===== src/rtl/apb_master_bridge.sv =====
// -----------------------------------------------------------------------------
// apb_master_bridge
//   APB initiator for the peripheral subsystem. Takes single read/write
//   commands over a valid/ready port, runs the APB SETUP/ACCESS sequence
//   towards the WDT (psel_0) or memory (psel_1) slave, and returns the result
//   on a one-cycle response pulse.
//
//   Optional feature macro: APB_TIMEOUT_EN
//     defined   : ACCESS aborts after TIMEOUT cycles with pready low (rsp_err=1)
//     undefined : ACCESS waits indefinitely, rsp_err stays 0
//
// Ports
//   pclk, preset          clock, asynchronous active-high reset
//   presetn               slave reset (~preset, combinational)
//   cmd_valid/cmd_ready   command handshake (cmd_ready combinational)
//   cmd_write/addr/wdata  command payload
//   rsp_valid/rdata/err   one-cycle response pulse with read data / abort flag
//   paddr, pwrite, pwdata APB request signals
//   psel_0, psel_1        slave selects (address MSB decodes)
//   penable               APB enable
//   prdata_x, pready_x    per-slave read data and ready
// -----------------------------------------------------------------------------
module apb_master_bridge #(
    parameter int unsigned ADDR_W  = 8,
    parameter int unsigned DATA_W  = 32,
    parameter int unsigned TIMEOUT = 16
) (
    input  logic              pclk,
    input  logic              preset,
    output logic              presetn,
    input  logic              cmd_valid,
    output logic              cmd_ready,
    input  logic              cmd_write,
    input  logic [ADDR_W-1:0] cmd_addr,
    input  logic [DATA_W-1:0] cmd_wdata,
    output logic              rsp_valid,
    output logic [DATA_W-1:0] rsp_rdata,
    output logic              rsp_err,
    output logic [ADDR_W-1:0] paddr,
    output logic              pwrite,
    output logic [DATA_W-1:0] pwdata,
    output logic              psel_0,
    output logic              psel_1,
    output logic              penable,
    input  logic [DATA_W-1:0] prdata_0,
    input  logic              pready_0,
    input  logic [DATA_W-1:0] prdata_1,
    input  logic              pready_1
);

    // Parameter legality check at elaboration
    if ((TIMEOUT < 2) || (TIMEOUT > 255)) begin : g_bad_timeout
        $error("apb_master_bridge: TIMEOUT must be within 2..255");
    end

    typedef enum logic [1:0] {
        S_IDLE   = 2'd0,
        S_SETUP  = 2'd1,
        S_ACCESS = 2'd2
    } state_t;

    state_t             r_state;
    state_t             w_state_nxt;

    logic [ADDR_W-1:0]  r_paddr,     w_paddr_nxt;
    logic               r_pwrite,    w_pwrite_nxt;
    logic [DATA_W-1:0]  r_pwdata,    w_pwdata_nxt;
    logic               r_psel_0,    w_psel_0_nxt;
    logic               r_psel_1,    w_psel_1_nxt;
    logic               r_penable,   w_penable_nxt;
    logic               r_rsp_valid, w_rsp_valid_nxt;
    logic [DATA_W-1:0]  r_rsp_rdata, w_rsp_rdata_nxt;
    logic               r_rsp_err,   w_rsp_err_nxt;

    logic               w_accept;
    logic               w_pready;
    logic [DATA_W-1:0]  w_prdata;
    logic               w_abort;

`ifdef APB_TIMEOUT_EN
    localparam logic [7:0] TO_LIMIT = 8'(TIMEOUT - 1);
    logic [7:0]         r_to_cnt, w_to_cnt_nxt;
`endif

    assign presetn   = ~preset;
    assign cmd_ready = (r_state == S_IDLE);
    assign w_accept  = cmd_valid & cmd_ready;

    // Only the selected slave's ready/data matter; the other is ignored
    assign w_pready  = r_psel_1 ? pready_1 : pready_0;
    assign w_prdata  = r_psel_1 ? prdata_1 : prdata_0;

`ifdef APB_TIMEOUT_EN
    // Successful completion wins over the limit on the same edge
    assign w_abort   = (r_state == S_ACCESS) && !w_pready && (r_to_cnt == TO_LIMIT);
`else
    assign w_abort   = 1'b0;
`endif

    // State and output registers
    always_ff @(posedge pclk or posedge preset) begin
        if (preset) begin
            r_state     <= S_IDLE;
            r_paddr     <= '0;
            r_pwrite    <= 1'b0;
            r_pwdata    <= '0;
            r_psel_0    <= 1'b0;
            r_psel_1    <= 1'b0;
            r_penable   <= 1'b0;
            r_rsp_valid <= 1'b0;
            r_rsp_rdata <= '0;
            r_rsp_err   <= 1'b0;
`ifdef APB_TIMEOUT_EN
            r_to_cnt    <= 8'd0;
`endif
        end else begin
            r_state     <= w_state_nxt;
            r_paddr     <= w_paddr_nxt;
            r_pwrite    <= w_pwrite_nxt;
            r_pwdata    <= w_pwdata_nxt;
            r_psel_0    <= w_psel_0_nxt;
            r_psel_1    <= w_psel_1_nxt;
            r_penable   <= w_penable_nxt;
            r_rsp_valid <= w_rsp_valid_nxt;
            r_rsp_rdata <= w_rsp_rdata_nxt;
            r_rsp_err   <= w_rsp_err_nxt;
`ifdef APB_TIMEOUT_EN
            r_to_cnt    <= w_to_cnt_nxt;
`endif
        end
    end

    // Next-state logic
    always_comb begin
        w_state_nxt = r_state;
        case (r_state)
            S_IDLE:   if (w_accept) w_state_nxt = S_SETUP;
            S_SETUP:  w_state_nxt = S_ACCESS;
            S_ACCESS: if (w_pready || w_abort) w_state_nxt = S_IDLE;
            default:  w_state_nxt = S_IDLE;
        endcase
    end

    // Next values of the registered outputs; everything holds unless changed
    always_comb begin
        w_paddr_nxt     = r_paddr;
        w_pwrite_nxt    = r_pwrite;
        w_pwdata_nxt    = r_pwdata;
        w_psel_0_nxt    = r_psel_0;
        w_psel_1_nxt    = r_psel_1;
        w_penable_nxt   = r_penable;
        w_rsp_valid_nxt = 1'b0;
        w_rsp_rdata_nxt = r_rsp_rdata;
        w_rsp_err_nxt   = r_rsp_err;
`ifdef APB_TIMEOUT_EN
        w_to_cnt_nxt    = r_to_cnt;
`endif
        case (r_state)
            S_IDLE: begin
                if (w_accept) begin
                    w_paddr_nxt  = cmd_addr;
                    w_pwrite_nxt = cmd_write;
                    w_pwdata_nxt = cmd_wdata;
                    w_psel_0_nxt = ~cmd_addr[ADDR_W-1];
                    w_psel_1_nxt =  cmd_addr[ADDR_W-1];
                end
            end
            S_SETUP: begin
                w_penable_nxt = 1'b1;
`ifdef APB_TIMEOUT_EN
                w_to_cnt_nxt  = 8'd0;
`endif
            end
            S_ACCESS: begin
                if (w_pready) begin
                    w_psel_0_nxt    = 1'b0;
                    w_psel_1_nxt    = 1'b0;
                    w_penable_nxt   = 1'b0;
                    w_rsp_valid_nxt = 1'b1;
                    w_rsp_err_nxt   = 1'b0;
                    w_rsp_rdata_nxt = r_pwrite ? '0 : w_prdata;
                end else if (w_abort) begin
                    w_psel_0_nxt    = 1'b0;
                    w_psel_1_nxt    = 1'b0;
                    w_penable_nxt   = 1'b0;
                    w_rsp_valid_nxt = 1'b1;
                    w_rsp_err_nxt   = 1'b1;
                    w_rsp_rdata_nxt = '0;
                end else begin
`ifdef APB_TIMEOUT_EN
                    w_to_cnt_nxt = r_to_cnt + 8'd1;
`endif
                end
            end
            default: begin
                w_psel_0_nxt  = 1'b0;
                w_psel_1_nxt  = 1'b0;
                w_penable_nxt = 1'b0;
            end
        endcase
    end

    assign paddr     = r_paddr;
    assign pwrite    = r_pwrite;
    assign pwdata    = r_pwdata;
    assign psel_0    = r_psel_0;
    assign psel_1    = r_psel_1;
    assign penable   = r_penable;
    assign rsp_valid = r_rsp_valid;
    assign rsp_rdata = r_rsp_rdata;
    assign rsp_err   = r_rsp_err;

endmodule


===== config.mk =====
export PLATFORM = sky130hd
export DESIGN_NAME = apb_master_bridge
export DESIGN_NICKNAME = d
export VERILOG_FILES = /design/src/rtl/apb_master_bridge.sv
export SDC_FILE = /design/constraint.sdc
export NUM_CORES = 1
export LEC_CHECK = 0
export BUFFER_PORTS_ARGS = -buffer_cell sky130_fd_sc_hd__buf_4
export CAP_MARGIN = 20
export CORE_MARGIN = 2
export CORE_UTILIZATION = 35
export CTS_CLUSTER_DIAMETER = 100
export DETAILED_ROUTE_END_ITERATION = 10
export GPL_TIMING_DRIVEN = 0
export MAX_ROUTING_LAYER = met4
export PLACE_DENSITY_LB_ADDON = 0.25
export REMOVE_ABC_BUFFERS = 1
export SYNTH_ARGS = -nofsm -noshare
export SYNTH_HDL_FRONTEND = slang
export SYNTH_SLANG_ARGS = --single-unit

===== constraint.sdc =====
create_clock -name pclk -period 5.4 [get_ports pclk]
set_input_delay 1.08 -clock pclk [delete_from_list [all_inputs] [get_ports pclk]]
set_output_delay 1.08 -clock pclk [all_outputs]
set_load 0.05 [all_outputs]

==> results of run 1 <==
==> sequential cells by signal (all words and copies together) (netlist names) <==
signal,cells
penable,1
pwdata,32
rsp_rdata,32
r_state,2
paddr,8
rsp_valid,1
pwrite,1
psel_1,1
psel_0,1
==> area by class of cell <==
cell class | instances | area share
Timing Repair Buffer | 192 | 0.290
Sequential cell | 79 | 0.379
Multi-Input combinational cell | 157 | 0.269
Tap cell | 133 | 0.0318
Clock buffer | 12 | 0.0259
Inverter | 1 | 0.00120
Clock inverter | 4 | 0.00431
==> stage by stage <==
step	utilization	setup WS, ns
6_report	0.537	2.47
5_1_grt	0.537	2.37
2_1_floorplan	-	1.33
4_1_cts	0.537	2.43
3_3_place_gp	0.510	0.293
3_5_place_dp	0.521	2.43
==> power by group <==
group          switching, mW  internal (mW)
clock network          0.203          0.165
registers              0.243          0.885
logic                   1.42          0.834
total                   1.87           1.88
==> cell families after synthesis <==
logic type      after synthesis  synth area share
other cells                   1           0.00108
mux                         107             0.334
simple gates                 44            0.0571
buf+inv                      19            0.0319
compound gates                5           0.00861
flops                        79             0.567
==> how the worst max path moves through the flow <==
stage	depth (start not counted)	slack, ns	end	from
after floorplan	1	1.33	presetn	preset
after global placement	3	0.29	presetn	preset
after detailed placement	3	2.43	presetn	preset
after CTS	3	2.43	presetn	preset
after global routing	3	2.37	presetn	preset
final	3	2.47	presetn	preset
==> layout by cell type, fill, tap and decap left out, types with 2 or more instances in the layout <==
cell,count
buf_4,188
mux2i_1,33
nand2b_1,2
nand3b_1,2
clkbuf_8,9
buf_16,3
dfrtp_1,78
o21ai_0,2
clkbuf_1,3
nor2_1,34
clkinv_2,3
nand2_1,3
mux2_2,73
==> layer usage <==
layer  up-vias  GRT usage  wire length, um
li1       1250          -                -
met1      1249      0.195             3460
met2       139      0.251             3720
met3        13     0.0724              899
met4         0     0.0579              116
met5         -          -                0
==> impl_metrics.env, run 1 <==
export IMPL_yosysTopAreaCellShare=0.567
export IMPL_finalNonFillerCells=578
export IMPL_holdBufCountCts=0
export IMPL_setup_viol=0
export IMPL_clock_fmax_mhz=342
export IMPL_worstMarginPinSlew_ns=0.981
export IMPL_clk_latency_ns=0.35
export IMPL_r2r_end="rsp_rdata[27]"
export IMPL_finalInstanceArea_um2=5230
export IMPL_numCtsBuffers=9
export IMPL_die_h_um=104
export IMPL_crit_path_max_fanout=36
export IMPL_min_path_type="reg -> reg"
export IMPL_postSynth_asyncResetShare=1.00
export IMPL_fillCellCount=915
export IMPL_ys_seq_area_frac=0.567
export IMPL_reg2reg_depth=4
export IMPL_yosysWarningCount=0
export IMPL_netlist_instances=255
export IMPL_grt_max_degree=46
export IMPL_slew_headroom=0.346
export IMPL_max_cap_violations=0
export IMPL_worstSetupPathType="in -> out"
export IMPL_drtAntennaViolNets=0
export IMPL_overflow=0
export IMPL_grt_usage=0.165
export IMPL_r2r_slack_ns=2.71
export IMPL_yosysUniqueCellTypes=21
export IMPL_cts_sinks=79
export IMPL_synth_most_common_cell="dfrtp_1"
export IMPL_wl_per_cell_um=14.2
export IMPL_tritoncts="done"
export IMPL_cp_common_cell="buf_4"
export IMPL_drtIter0Drc=83
export IMPL_port_buffers=188
export IMPL_critPathArrivalTime_ns=1.85
export IMPL_synth_commonest_cells="dfrtp_1 (79), mux2_2 (73), nor2_1 (34)"
export IMPL_clock_path_buffers=2
export IMPL_cp_slowest_cell="inv_4"
export IMPL_dp_hpwl_um=6110
export IMPL_grt_pass1_wl_um=13800
export IMPL_drt_wl_total_um=8200
export IMPL_hold_viol_final=0
export IMPL_holdPathStages=1
export IMPL_power_density_nw_per_um2=718
export IMPL_htree_levels=3
export IMPL_area_growth_pct=49.9
export IMPL_p_total_mw=3.75
export IMPL_place_gp_congestion=0.746
export IMPL_synth_edf_count=0
export IMPL_place_area_um2=5070
export IMPL_drt_first_pass_iters=3
export IMPL_min_from="rsp_rdata[18]"
export IMPL_root_buffer="clkbuf_8"
export IMPL_seqCellArea_um2=1980
export IMPL_netlist_area_um2=3490
export IMPL_core_um2=9730
export IMPL_final_setup_tns_ns=0
export IMPL_crit_buf_inv=3
export IMPL_path_delay_family="buffers and inverters"
export IMPL_ios=190
export IMPL_placedCellCount=562
export IMPL_worstPathRequired_ns=4.32
export IMPL_synth_top_flop_cell="dfrtp_1"
export IMPL_insertedDiodeCount=0
export IMPL_drc=0
export IMPL_cts_clk_slew_worst_paths_ns=0.07
export IMPL_finalCriticalPeriod_ns=2.93
export IMPL_synth_seq_cells=79
export IMPL_syn_avg_cell_area_um2=13.7
export IMPL_synth_largest_area_cell="dfrtp_1"
export IMPL_fin_worst_skew_ns=0.00832
export IMPL_max_stage_delay_ns=0.34
export IMPL_hold_worst_slack_ns=0.509
export IMPL_cp_end_kind="output pin"
export IMPL_post_cts_buffers=0
export IMPL_num_rows=36
export IMPL_fp_dieArea_um2=10800
export IMPL_min_period_over_period=0.542
export IMPL_fp_dieW_um=104
export IMPL_first_global_vias=2872
export IMPL_avgViaCountPerCell=4.59
export IMPL_nNetsFinal=550
export IMPL_drive_gt1_frac=0.636
export IMPL_vias=2651
export IMPL_synthTopCellsByArea="dfrtp_1 (57%), mux2_2 (24%), mux2i_1 (9.5%)"
export IMPL_multi_input_area_um2=1400
export IMPL_ir_worst_vdd_v=0.000415
export IMPL_p_leak_nw=2.54
export IMPL_crit_chain="buf_4 > inv_4 > buf_4"
export IMPL_slew_viol_final=0
export IMPL_start_util=0.358
export IMPL_cp_start_kind="input port"
export IMPL_whs_endpoint="rsp_rdata[18]"
export IMPL_cts_resized=0
export IMPL_rsz0062_at_grt="no"
export IMPL_r2r_start="psel_1"
export IMPL_grt_antenna_before_repair=0
export IMPL_run_status="completed"
Power figures use the tool's default switching activity.
==> inputs of run 2 (changes only) <==
Clock period 5.4 ns to 2.7 ns, I/O delays scaled along.
==> impl_metrics.env, run 2 (synthesis gave the netlist of run 1 again) <==
export IMPL_clock_fmax_mhz=409
export IMPL_insertedDiodeCount=0
export IMPL_slew_headroom=0.465
export IMPL_cp_slowest_cell="dfrtp_4"
export IMPL_htree_levels=3
export IMPL_fp_dieW_um=104
export IMPL_r2r_end="rsp_rdata[27]"
export IMPL_vias=2645
export IMPL_p_leak_nw=2.54
export IMPL_crit_buf_inv=1
export IMPL_finalInstanceArea_um2=5230
export IMPL_min_period_over_period=0.905
export IMPL_finalNonFillerCells=578
export IMPL_ios=190
export IMPL_switchingPower_mw=3.73
export IMPL_cts_clk_slew_worst_paths_ns=0.08
export IMPL_min_path_type="in -> async"
export IMPL_max_cap_violations=0
export IMPL_wl_per_cell_um=14.2
export IMPL_ir_worst_vdd_v=0.000830
export IMPL_cts_sinks=79
export IMPL_crit_chain="mux2i_2 > nor3b_4 > buf_16 > mux2_2"
export IMPL_multi_input_area_um2=1400
export IMPL_power_density_nw_per_um2=1430
export IMPL_p_int_mw=3.77
export IMPL_finalCriticalPeriod_ns=2.44
export IMPL_rsz0062_at_grt="no"
export IMPL_holdBufCountCts=0
export IMPL_post_cts_buffers=0
export IMPL_r2r_start="psel_1"
export IMPL_path_delay_family="flip-flops"
export IMPL_core_um2=9730
export IMPL_numCtsBuffers=9
export IMPL_clock_path_buffers=2
export IMPL_grt_max_degree=46
export IMPL_start_util=0.358
export IMPL_die_h_um=104
export IMPL_area_growth_pct=49.9
export IMPL_run_status="completed"
export IMPL_worstSetupPathType="reg -> reg"
export IMPL_pwr_share_comb=0.601
export IMPL_place_gp_congestion=0.746
export IMPL_final_common_cell="buf_4"
export IMPL_grt_pass1_wl_um=13800
export IMPL_hold_viol_final=0
export IMPL_crit_path_max_fanout=36
export IMPL_drc=0
export IMPL_fp_dieArea_um2=10800
export IMPL_pwr_share_seq=0.301
export IMPL_fillCellCount=913
export IMPL_first_global_vias=2870
export IMPL_fin_worst_skew_ns=0.00795
export IMPL_clockPowerShare=0.098
export IMPL_drtAntennaViolNets=0
export IMPL_worstMarginPinSlew_ns=0.801
export IMPL_cp_start_kind="flop"
export IMPL_place_area_um2=5070
export IMPL_p_total_mw=7.50
export IMPL_drtIter0Drc=91
export IMPL_max_stage_delay_ns=0.80
export IMPL_slew_viol_final=0
export IMPL_r2r_slack_ns=0.26
export IMPL_swShare=0.498
export IMPL_drt_first_pass_iters=3
export IMPL_worstPathRequired_ns=2.93
export IMPL_seqCellArea_um2=1980
export IMPL_tritoncts="done"
export IMPL_setup_viol=0
export IMPL_avgViaCountPerCell=4.58
export IMPL_overflow=0
export IMPL_clk_latency_ns=0.34
export IMPL_cp_end_kind="flop"
export IMPL_dp_hpwl_um=6110
export IMPL_drive_gt1_frac=0.636
export IMPL_placedCellCount=562
export IMPL_hold_worst_slack_ns=0.212
export IMPL_final_cell_mix="buf_4 (188), dfrtp_1 (78), mux2_2 (73), nor2_1 (34), mux2i_1 (33)"
export IMPL_reg2reg_depth=4
export IMPL_port_buffers=188
export IMPL_grt_usage=0.164
export IMPL_grt_antenna_before_repair=0
export IMPL_cts_resized=1
export IMPL_drt_wl_total_um=8190
export IMPL_nNetsFinal=550
export IMPL_root_buffer="clkbuf_8"
export IMPL_critPathArrivalTime_ns=2.67
export IMPL_num_rows=36
run 2: how the worst max path moves through the flow:
stage | end | slack (ns) | startpoint | cells past startpoint
after floorplan | rsp_rdata[0] | -0.65 | psel_1 | 3
after global placement | presetn | -1.33 | preset | 3
after detailed placement | rsp_rdata[27] | -0.08 | psel_1 | 4
after CTS | rsp_rdata[27] | 0.18 | psel_1 | 4
after global routing | rsp_rdata[20] | 0.08 | psel_1 | 4
final | rsp_rdata[27] | 0.26 | psel_1 | 4
run 2: stage by stage:
stage               utilization  setup WS (ns)  setup TNS (ns)
floorplan                     -         -0.652          -41.54
global placement          0.510          -1.33         -115.11
detailed placement        0.521        -0.0755           -1.16
CTS                       0.537          0.183               0
global route              0.537         0.0755               0
finish                    0.537          0.258               0
run 2: power by group through the flow:
stage               Sequential [mW]  Combinational [mW]  Clock [mW]
floorplan                      4.26                1.07           0
global placement               2.28                4.40           0
detailed placement             2.29                4.56           0
CTS                            2.28                4.55       0.777
global route                   2.36                4.71       0.821
finish                         2.26                4.50       0.736
run 2: routing by layer:
layer / up-vias / global-route usage / routed length (um)
met5: - / - / 0
met4: 0 / 0.0579 / 116
met3: 13 / 0.0724 / 895
met2: 139 / 0.247 / 3720
met1: 1244 / 0.196 / 3460
li1: 1249 / - / -
run 2: layout make-up:
class / count / share of cell area
timing repair buffer: 192 / 0.290
inverter: 1 / 0.00120
sequential: 79 / 0.379
clock inverter: 4 / 0.00431
tap: 133 / 0.0318
clock buffer: 12 / 0.0258
multi-input combinational: 157 / 0.268
